===== src/rtl/ppi_pkg.sv =====
// ppi_pkg: shared constants for the ppi_sync parallel port block.
//   - control-word bit offsets, counted down from the MSB of the data word
//   - status flag ordering used to build the control/status read word
//   - helper returning the control/status register address
package ppi_pkg;

    // Control word bit offsets below the MSB (bit WIDTH-1-<ofs>)
    localparam int MODESET_OFS = 0;
    localparam int MODE1_OFS   = 1;
    localparam int INTE_OFS    = 2;

    // Status flags, packed MSB-first at the top of the status word
    localparam int STAT_NFLAGS = 7;
    localparam int STAT_ONE    = 6;
    localparam int STAT_MODE1  = 5;
    localparam int STAT_INTE   = 4;
    localparam int STAT_OVR    = 3;
    localparam int STAT_IBF    = 2;
    localparam int STAT_OBF    = 1;
    localparam int STAT_INTR   = 0;

    // Control/status register sits directly after the last port
    function automatic int ctrl_addr(input int nports);
        return nports;
    endfunction

endpackage


===== src/rtl/ppi_sync_edge.sv =====
// ppi_sync_edge: two-flop synchroniser plus falling-edge detector.
//   clk, reset_n : clock and asynchronous active-low reset
//   async_i [W]  : asynchronous input(s)
//   sync_o  [W]  : synchronised level
//   fall_o  [W]  : one-cycle pulse on a synchronised 1->0 transition
// RST_VAL should match the idle level of the input so that leaving reset
// does not fabricate an edge.
module ppi_sync_edge #(
    parameter int           W       = 1,
    parameter logic [W-1:0] RST_VAL = '0
) (
    input  logic         clk,
    input  logic         reset_n,
    input  logic [W-1:0] async_i,
    output logic [W-1:0] sync_o,
    output logic [W-1:0] fall_o
);

    logic [W-1:0] meta_q;
    logic [W-1:0] sync_q;
    logic [W-1:0] prev_q;

    always_ff @(posedge clk or negedge reset_n) begin
        if (!reset_n) begin
            meta_q <= RST_VAL;
            sync_q <= RST_VAL;
            prev_q <= RST_VAL;
        end else begin
            meta_q <= async_i;
            sync_q <= meta_q;
            prev_q <= sync_q;
        end
    end

    assign sync_o = sync_q;
    assign fall_o = prev_q & ~sync_q;

endmodule


===== src/rtl/ppi_sync.sv =====
// ppi_sync: clocked NPORTS x WIDTH programmable parallel interface.
//   clk, reset_n        : clock, asynchronous active-low reset
//   cs, rd, wr, addr    : CPU strobes; addr < NPORTS is a port, NPORTS is ctrl
//   wdata / rdata       : write data / registered read data
//   rvalid              : one-cycle pulse the cycle after an accepted read
//   port_in/out/oe      : pad input, output value and output enable vectors
//   stb_n, ack_n        : mode-1 handshake inputs (asynchronous)
//   ibf, obf_n, intr    : mode-1 handshake status outputs
module ppi_sync
    import ppi_pkg::*;
#(
    parameter int WIDTH  = 8,
    parameter int NPORTS = 3,
    parameter int ADDR_W = 2
) (
    input  logic                    clk,
    input  logic                    reset_n,
    input  logic                    cs,
    input  logic                    rd,
    input  logic                    wr,
    input  logic [ADDR_W-1:0]       addr,
    input  logic [WIDTH-1:0]        wdata,
    output logic [WIDTH-1:0]        rdata,
    output logic                    rvalid,
    input  logic [NPORTS*WIDTH-1:0] port_in,
    output logic [NPORTS*WIDTH-1:0] port_out,
    output logic [NPORTS*WIDTH-1:0] port_oe,
    input  logic                    stb_n,
    input  logic                    ack_n,
    output logic                    ibf,
    output logic                    obf_n,
    output logic                    intr
);

    localparam int CTRL_ADDR   = ctrl_addr(NPORTS);
    localparam int MODESET_BIT = WIDTH - 1 - MODESET_OFS;
    localparam int MODE1_BIT   = WIDTH - 1 - MODE1_OFS;
    localparam int INTE_BIT    = WIDTH - 1 - INTE_OFS;

    logic [NPORTS*WIDTH-1:0] pin_sync;
    logic [NPORTS*WIDTH-1:0] pin_fall_unused;
    logic                    stb_lvl_unused, stb_fall;
    logic                    ack_lvl_unused, ack_fall;

    ppi_sync_edge #(.W(NPORTS*WIDTH), .RST_VAL('0)) u_pin_sync (
        .clk(clk), .reset_n(reset_n), .async_i(port_in),
        .sync_o(pin_sync), .fall_o(pin_fall_unused)
    );
    ppi_sync_edge #(.W(1), .RST_VAL(1'b1)) u_stb_sync (
        .clk(clk), .reset_n(reset_n), .async_i(stb_n),
        .sync_o(stb_lvl_unused), .fall_o(stb_fall)
    );
    ppi_sync_edge #(.W(1), .RST_VAL(1'b1)) u_ack_sync (
        .clk(clk), .reset_n(reset_n), .async_i(ack_n),
        .sync_o(ack_lvl_unused), .fall_o(ack_fall)
    );

    logic [NPORTS-1:0] dir_q, dir_d;
    logic [WIDTH-1:0]  out_q [NPORTS];
    logic [WIDTH-1:0]  out_d [NPORTS];
    logic [WIDTH-1:0]  latch_q, latch_d;
    logic [WIDTH-1:0]  rdata_q, rdata_d;
    logic mode1_q, mode1_d, inte_q, inte_d, ovr_q, ovr_d;
    logic ibf_q, ibf_d, obf_n_q, obf_n_d, intr_q, intr_d;
    logic rvalid_q, rvalid_d;

    logic wr_acc, rd_acc, ctrl_sel, rd_p0;
    assign wr_acc   = cs & wr;
    assign rd_acc   = cs & rd & ~wr;   // a simultaneous write takes precedence
    assign ctrl_sel = (addr == ADDR_W'(CTRL_ADDR));
    assign rd_p0    = rd_acc & (addr == '0);

    // Status word: flags from the MSB down, dir in the low bits. When WIDTH
    // is too narrow for all flags, dir keeps its bits and the lowest flags
    // are dropped (they remain visible on the ibf/obf_n/intr pins).
    logic [STAT_NFLAGS-1:0]       flags;
    logic [WIDTH+STAT_NFLAGS-1:0] stat_wide;
    logic [WIDTH-1:0]             status;
    always_comb begin
        flags             = '0;
        flags[STAT_ONE]   = 1'b1;
        flags[STAT_MODE1] = mode1_q;
        flags[STAT_INTE]  = inte_q;
        flags[STAT_OVR]   = ovr_q;
        flags[STAT_IBF]   = ibf_q;
        flags[STAT_OBF]   = ~obf_n_q;
        flags[STAT_INTR]  = intr_q;
        stat_wide         = {flags, {WIDTH{1'b0}}};
        status            = {stat_wide[WIDTH+STAT_NFLAGS-1 -: WIDTH-NPORTS], dir_q};
    end

    always_comb begin
        dir_d    = dir_q;
        mode1_d  = mode1_q;
        inte_d   = inte_q;
        ovr_d    = ovr_q;
        ibf_d    = ibf_q;
        obf_n_d  = obf_n_q;
        intr_d   = intr_q;
        latch_d  = latch_q;
        rdata_d  = rdata_q;
        rvalid_d = rd_acc;
        for (int i = 0; i < NPORTS; i++) out_d[i] = out_q[i];

        if (rd_acc) begin
            rdata_d = '0;
            if (ctrl_sel) rdata_d = status;
            for (int i = 0; i < NPORTS; i++) begin
                if (addr == ADDR_W'(i)) begin
                    if (dir_q[i])              rdata_d = out_q[i];
                    else if (i == 0 && mode1_q) rdata_d = latch_q;
                    else                        rdata_d = pin_sync[i*WIDTH +: WIDTH];
                end
            end
        end

        if (mode1_q && !dir_q[0]) begin
            // A read in the same cycle frees the buffer, so a concurrent
            // strobe latches fresh data instead of flagging an overrun.
            if (stb_fall) begin
                if (ibf_q && !rd_p0) begin
                    ovr_d = 1'b1;
                end else begin
                    latch_d = pin_sync[WIDTH-1:0];
                    ibf_d   = 1'b1;
                end
            end else if (rd_p0) begin
                ibf_d = 1'b0;
            end
            intr_d = inte_q & ibf_d;
        end else if (mode1_q) begin
            if (ack_fall && !obf_n_q) begin
                obf_n_d = 1'b1;
                intr_d  = inte_q;
            end
        end else begin
            ibf_d   = 1'b0;
            obf_n_d = 1'b1;
            intr_d  = 1'b0;
        end

        // Writes are evaluated last so a port-0 write overrides a same-cycle ack
        if (wr_acc) begin
            for (int i = 0; i < NPORTS; i++) begin
                if (addr == ADDR_W'(i)) out_d[i] = wdata;
            end
            if (addr == '0 && mode1_q && dir_q[0]) begin
                obf_n_d = 1'b0;
                intr_d  = 1'b0;
            end
            if (ctrl_sel) begin
                if (wdata[MODESET_BIT]) begin
                    dir_d   = wdata[NPORTS-1:0];
                    mode1_d = wdata[MODE1_BIT];
                    inte_d  = wdata[INTE_BIT];
                    for (int i = 0; i < NPORTS; i++) out_d[i] = '0;
                    ibf_d   = 1'b0;
                    ovr_d   = 1'b0;
                    intr_d  = 1'b0;
                    obf_n_d = 1'b1;
                end else begin
                    // Bit index wdata[3:1]; indices beyond WIDTH match nothing
                    for (int b = 0; b < WIDTH; b++) begin
                        if (int'(wdata[3:1]) == b) out_d[NPORTS-1][b] = wdata[0];
                    end
                end
            end
        end
    end

    always_ff @(posedge clk or negedge reset_n) begin
        if (!reset_n) begin
            dir_q    <= '0;
            mode1_q  <= 1'b0;
            inte_q   <= 1'b0;
            ovr_q    <= 1'b0;
            ibf_q    <= 1'b0;
            obf_n_q  <= 1'b1;
            intr_q   <= 1'b0;
            latch_q  <= '0;
            rdata_q  <= '0;
            rvalid_q <= 1'b0;
            for (int i = 0; i < NPORTS; i++) out_q[i] <= '0;
        end else begin
            dir_q    <= dir_d;
            mode1_q  <= mode1_d;
            inte_q   <= inte_d;
            ovr_q    <= ovr_d;
            ibf_q    <= ibf_d;
            obf_n_q  <= obf_n_d;
            intr_q   <= intr_d;
            latch_q  <= latch_d;
            rdata_q  <= rdata_d;
            rvalid_q <= rvalid_d;
            for (int i = 0; i < NPORTS; i++) out_q[i] <= out_d[i];
        end
    end

    for (genvar g = 0; g < NPORTS; g++) begin : g_port
        assign port_out[g*WIDTH +: WIDTH] = out_q[g];
        assign port_oe[g*WIDTH +: WIDTH]  = {WIDTH{dir_q[g]}};
    end

    assign rdata  = rdata_q;
    assign rvalid = rvalid_q;
    assign ibf    = ibf_q;
    assign obf_n  = obf_n_q;
    assign intr   = intr_q;

endmodule


===== config.mk =====
export PLATFORM = sky130hd
export DESIGN_NAME = ppi_sync
export DESIGN_NICKNAME = d
export VERILOG_FILES = /design/src/rtl/ppi_pkg.sv /design/src/rtl/ppi_sync_edge.sv /design/src/rtl/ppi_sync.sv
export SDC_FILE = /design/constraint.sdc
export NUM_CORES = 1
export LEC_CHECK = 0
export CAP_MARGIN = 20
export CORE_UTILIZATION = 50
export CTS_BUF_LIST = sky130_fd_sc_hd__clkbuf_8 sky130_fd_sc_hd__clkbuf_16
export DETAILED_ROUTE_END_ITERATION = 16
export PLACE_DENSITY_LB_ADDON = 0.25
export SLEW_MARGIN = 20
export SYNTH_ARGS = -nofsm -noshare
export SYNTH_HDL_FRONTEND = slang
export SYNTH_SLANG_ARGS = --single-unit

===== constraint.sdc =====
create_clock -name clk -period 1.85 [get_ports clk]
set_input_delay 0.185 -clock clk [delete_from_list [all_inputs] [get_ports clk]]
set_output_delay 0.185 -clock clk [all_outputs]
set_load 0.05 [all_outputs]

**After elaboration in Yosys (flattened, before gate mapping)**

Cells that the tools add are included.
Widths: inputs -> output; s select.

- Add/subtract/negate cells: 0
- Multiply operators: 0
- Divide/modulo/power cells: 0
- Magnitude comparators: 0
- Equality and inequality tests: 10
- Shift-type cells: 0
- Muxes and demuxes: 51
- Bitwise gates (word level): 11
- Reduce and logical (&&, ||, !) cells: 12

Operators with widths:

| kind | count |
|---|---|
| $mux 8 | 12 |
| $mux 1 | 37 |
| $mux 24 | 1 |
| $mux 16 | 1 |
| $eq 3x3->1 const B | 4 |
| $and 1x1->1 | 7 |
| $eq 3x2->1 const B | 2 |
| $reduce_and 3->1 | 2 |
| $logic_and 1x1->1 | 5 |
| $eq 2x2->1 const B | 2 |
| $not 1->1 | 4 |
| $eq 3x1->1 const B | 1 |
| $logic_not 1->1 | 3 |
| $logic_not 3->1 | 1 |
| $eq 2x1->1 const B | 1 |
| $logic_not 2->1 | 1 |

- Bits in registers: 104
- Latch bits: 0
- RAM bits: 0
- Bits in read-only memories: 0
- Input bits: 41
- Output and inout port bits: 60
- Memories: 0

**Logic depth before layout (Yosys ltp)**

- Depth after elaboration: 14
- Gate-level depth with buffers: 6

**By module**

From an unflattened synthesis, not the netlist that was laid out.

- Cells, all modules: 430
- Area total of the unflattened synthesis: 5336.4 um^2

By module, submodules not included:

| module | instances | cells an instance | area an instance (um^2) |
|---|---|---|---|
| ppi_sync | 1 | 326 | 3019.1 |
| ppi_sync_edge (u_pin_sync) | 1 | 96 | 2132.0 |
| ppi_sync_edge (u_ack_sync ...) | 2 | 4 | 92.6 |

**Worst setup path after synthesis**

No wires, ideal clock.

- Path kind: flip-flop to flip-flop
- From: reg dir_q[1]
- To: reg rdata_q[7], in the netlist rdata[7]
- Arrival time: 1751 ps
- Slack: -37 ps
- Cell stages (with the launch flop): 5
- Path through: dfrtp_1 buf_2 mux2_2 a221oi_1 o21ai_0

- Word-level cells in the longest chain between the ends: 3

RTL lines:

| element | RTL line | text |
|---|---|---|
| start: declaration | ppi_sync.sv:58 | `logic [NPORTS-1:0] dir_q, dir_d;` |
| start signal: assignment | ppi_sync.sv:185 | `dir_q <= dir_d;` |
| $mux 8 | ppi_sync.sv:110 | `if (dir_q[i]) rdata_d = out_q[i];` |
| $mux 8 (2 in series) | ppi_sync.sv:109 | `if (addr == ADDR_W'(i)) begin` |
| end signal: assignment | ppi_sync.sv:193 | `rdata_q <= rdata_d;` |
| end: declaration | ppi_sync.sv:62 | `logic [WIDTH-1:0] rdata_q, rdata_d;` |

Every way passes these cells.
A chain may end at the register's enable or synchronous reset.

**Worst setup path in the final report**

- From: reg out_q (netlist bit port_out[14])
- To: out port_out[14]

RTL lines:

| element | RTL line | text |
|---|---|---|
| start: declaration | ppi_sync.sv:59 | `logic [WIDTH-1:0] out_q [NPORTS];` |
| end: declaration | ppi_sync.sv:26 | `output logic [NPORTS*WIDTH-1:0] port_out,` |

No word-level cell between the ends.

==> results_dict.tcl <==
set metrics [dict create \
    status "complete, no violations" \
    final_hold_viol_count 0 \
    seqPwrFrac_pct 41.3 \
    fin_setup_tns_ns 0 \
    synth.avg_cell_area_sq_um 11.5 \
    overflow 0 \
    dr.pass1.iters 4 \
    setup_viol 0 \
    synth_top_family_by_area "simple AND/OR/NAND/NOR gates" \
    path_delay_family "buffers and inverters" \
    synth_area_leaders "dfrtp_1 55%, mux2i_1 5.5%, mux2_2 5.1%, a21oi_1 4.7%, nand2_1 4.6%" \
    yosys.area_share.adder_pct 0 \
    yosysWarnings 0 \
    p_clk_share_pct 21.4 \
    layout_commonest_cell "dfrtp_1" \
    cts_buffer_depth 2 \
    grt_max_degree 43 \
    final_cell_mix "95 x dfrtp_1, 70 x clkdlybuf4s50_1, 54 x nand2_1" \
    grt_setup_unrepaired "no" \
    start_kind "flop" \
    slew_headroom_pct 65.9 \
    required_ns 1.66 \
    rows 33 \
    ys_types 41 \
    synth_xor_area_share_pct 0 \
    p_sw_uw 2590 \
    p_int_uw 4310 \
    synth-seq-area-share_pct 59.3 \
    cts_sinks 104 \
    dieArea_sq_mm 0.00918 \
    h-tree-depth 3 \
    drtIter0Drc 236 \
    cts_tree "yes" \
    fin_skew_ns 0.0101 \
    drc_errors 0 \
    initial_core_util_pct 52.5 \
    grt_pass1_wl_mm 16.1 \
    finalWirelength_mm 10.2 \
    antenna_found_initial 0 \
    core_sq_mm 0.00838 \
    setup_ws_ns 0.0534 \
    postSynthCellCount 384 \
    area_growth_pct 33.8 \
    vias_per_cell 5.50 \
    die_h_um 95.8 \
    irDropWorstVdd_v 0.000869 \
    netlist_area_sq_mm 0.00440 \
    ant_nets 0 \
    die_x_um 95.8 \
    clk_pin_slew_ns 0.10 \
    leakage_uw 0.00260 \
    cp_num_buf_inv 1 \
    fill_cells 645 \
    fin_crit_sh_pct 97.1 \
    tightest_slew_ns 0.511 \
    synth_compound_area_share_pct 10.6 \
    synth_seq_cells 104 \
    final_nets 525 \
    crit_slowest_cell "clkdlybuf4s50_1" \
    yosysTopAreaCell "dfrtp_1" \
    post_drt_wl_per_cell_um 17.1 \
    synth_simple_gate_area_share_pct 12.6 \
    fmax_ghz 0.557 \
    path_cells "clkdlybuf4s50_1" \
    io_buffers 100 \
    dp_hpwl_mm 7.48 \
    power_uw 6910 \
    drv_cap 0 \
    track_usage_pct 23.9 \
    p_comb_share_pct 37.3 \
    switching_share_pct 37.6 \
    syn_nets 425 \
    worst-path-max-fanout 3 \
    clock_latency_ns 0.37 \
    antenna_cells 0 \
    synthMuxAreaShare_pct 11.3 \
    synth_top_area_share_pct 55.2 \
    max_stage_delay_ns 0.83 \
    cts_buffers 9 \
    root_buffer "clkbuf_8" \
    postCtsSetupRepairBufs 0 \
    ioPinCount 101 \
    end_kind "output port" \
    fin_crit_ns 1.80 \
    place_ws_ns 0.00525 \
    min_path_type "primary input to flop" \
    worst-setup-path-type "flop to output port" \
    slew_viol_final 0 \
    arrival_ns 1.61 \
    grt_pass1_vias 3292 \
    power.density_mw_per_mm2 1170 \
    place_congestion 0.901 \
    vias 3267 \
    drive_gt1_share_pct 23.1 \
]
-- power by group through the flow --
stage          clock [uW]  combinational [uW]  sequential, uW
3_3_place_gp            0                2550            2870
2_1_floorplan           0                1180            3310
4_1_cts              1500                2590            2850
6_report             1480                2580            2850
5_1_grt              1590                2710            2890
3_5_place_dp            0                2580            2890
-- cells by family (layout without fill, tap and decap cells) --
family                 after synthesis  count (layout)
AOI/OAI and AO/OA                   80              80
and+or+nand+nor                    109             109
DFF                                104             104
buffers and inverters               45             150
muxes                               46              46
-- final cells by class --
cell class | count | area [sq um] | area share, %
clock buffer | 9 | 124 | 2.10
clock inverter | 7 | 88.8 | 1.51
inverter | 3 | 11.3 | 0.191
multi-input combinational | 235 | 1520 | 25.7
sequential | 104 | 2610 | 44.4
tap | 105 | 131 | 2.23
timing repair buffer | 131 | 1400 | 23.8
-- through the flow --
stage	util (%)	instance area [sq um]	hold slack, ns	std cells
after floorplan	-	4400	-0.111	384
after global placement	67.5	5650	0.105	577
after detailed placement	67.5	5650	0.112	577
after CTS	70.1	5880	0.195	594
after global routing	70.2	5890	0.208	594
final	70.2	5890	0.208	594
-- cell usage after synthesis (all sizes together) --
cell and n:
nor2 19, a221o 2, nand3b 4, and2b 1
a22o 2, or3 1, nor3b 9, a211o 2
o31ai 1, mux2i 24, mux2 22, nor3 3
nand2 55, a221oi 2, nor4b 1, o22ai 1
dfrtp 97, or2 3, o21a 1, buf 34
clkbuf 8, a31oi 3, inv 3, and3 2
dfstp 7, a21o 2, nand2b 7, a21oi 41
a22oi 2, nand3 4, o21ai 21
-- per-layer routing --
metal	wire length, um	global-route usage, %
met5	0	0
met4	206	10.3
met3	668	4.19
met2	5030	39.2
met1	4280	31.3
-- state kept, by name, indices dropped and copies added (netlist names), 3 cells and up --
signal             flops
dir_q                  3
latch_q                8
port_out              24
rdata                  8
u_pin_sync.meta_q     24
u_pin_sync.sync_o     24
-- worst paths after layout --
check                                 startpoint                    end  slack (ns)  cells after the start
max                                 port_out[14]           port_out[14]        0.05                      1
min                                        ack_n      u_ack_sync.meta_q        0.21                      1
max reg2reg                              mode1_q               rdata[0]        0.25                      4
min reg2reg                u_pin_sync.meta_q[10]  u_pin_sync.sync_o[10]        0.36                      0
max in group asynchronous                reset_n      u_ack_sync.prev_q        1.02                      3
min in group asynchronous                reset_n           port_out[21]        0.25                      2
-- what timing repair did --
item,CTS,global route
endpoints found under the setup margin,8,3
cloned,0,0
hold buffers,1,0
gates resized for setup,1,3
hold endpoints to repair,21,0
Power figures use the tool's default switching activity.
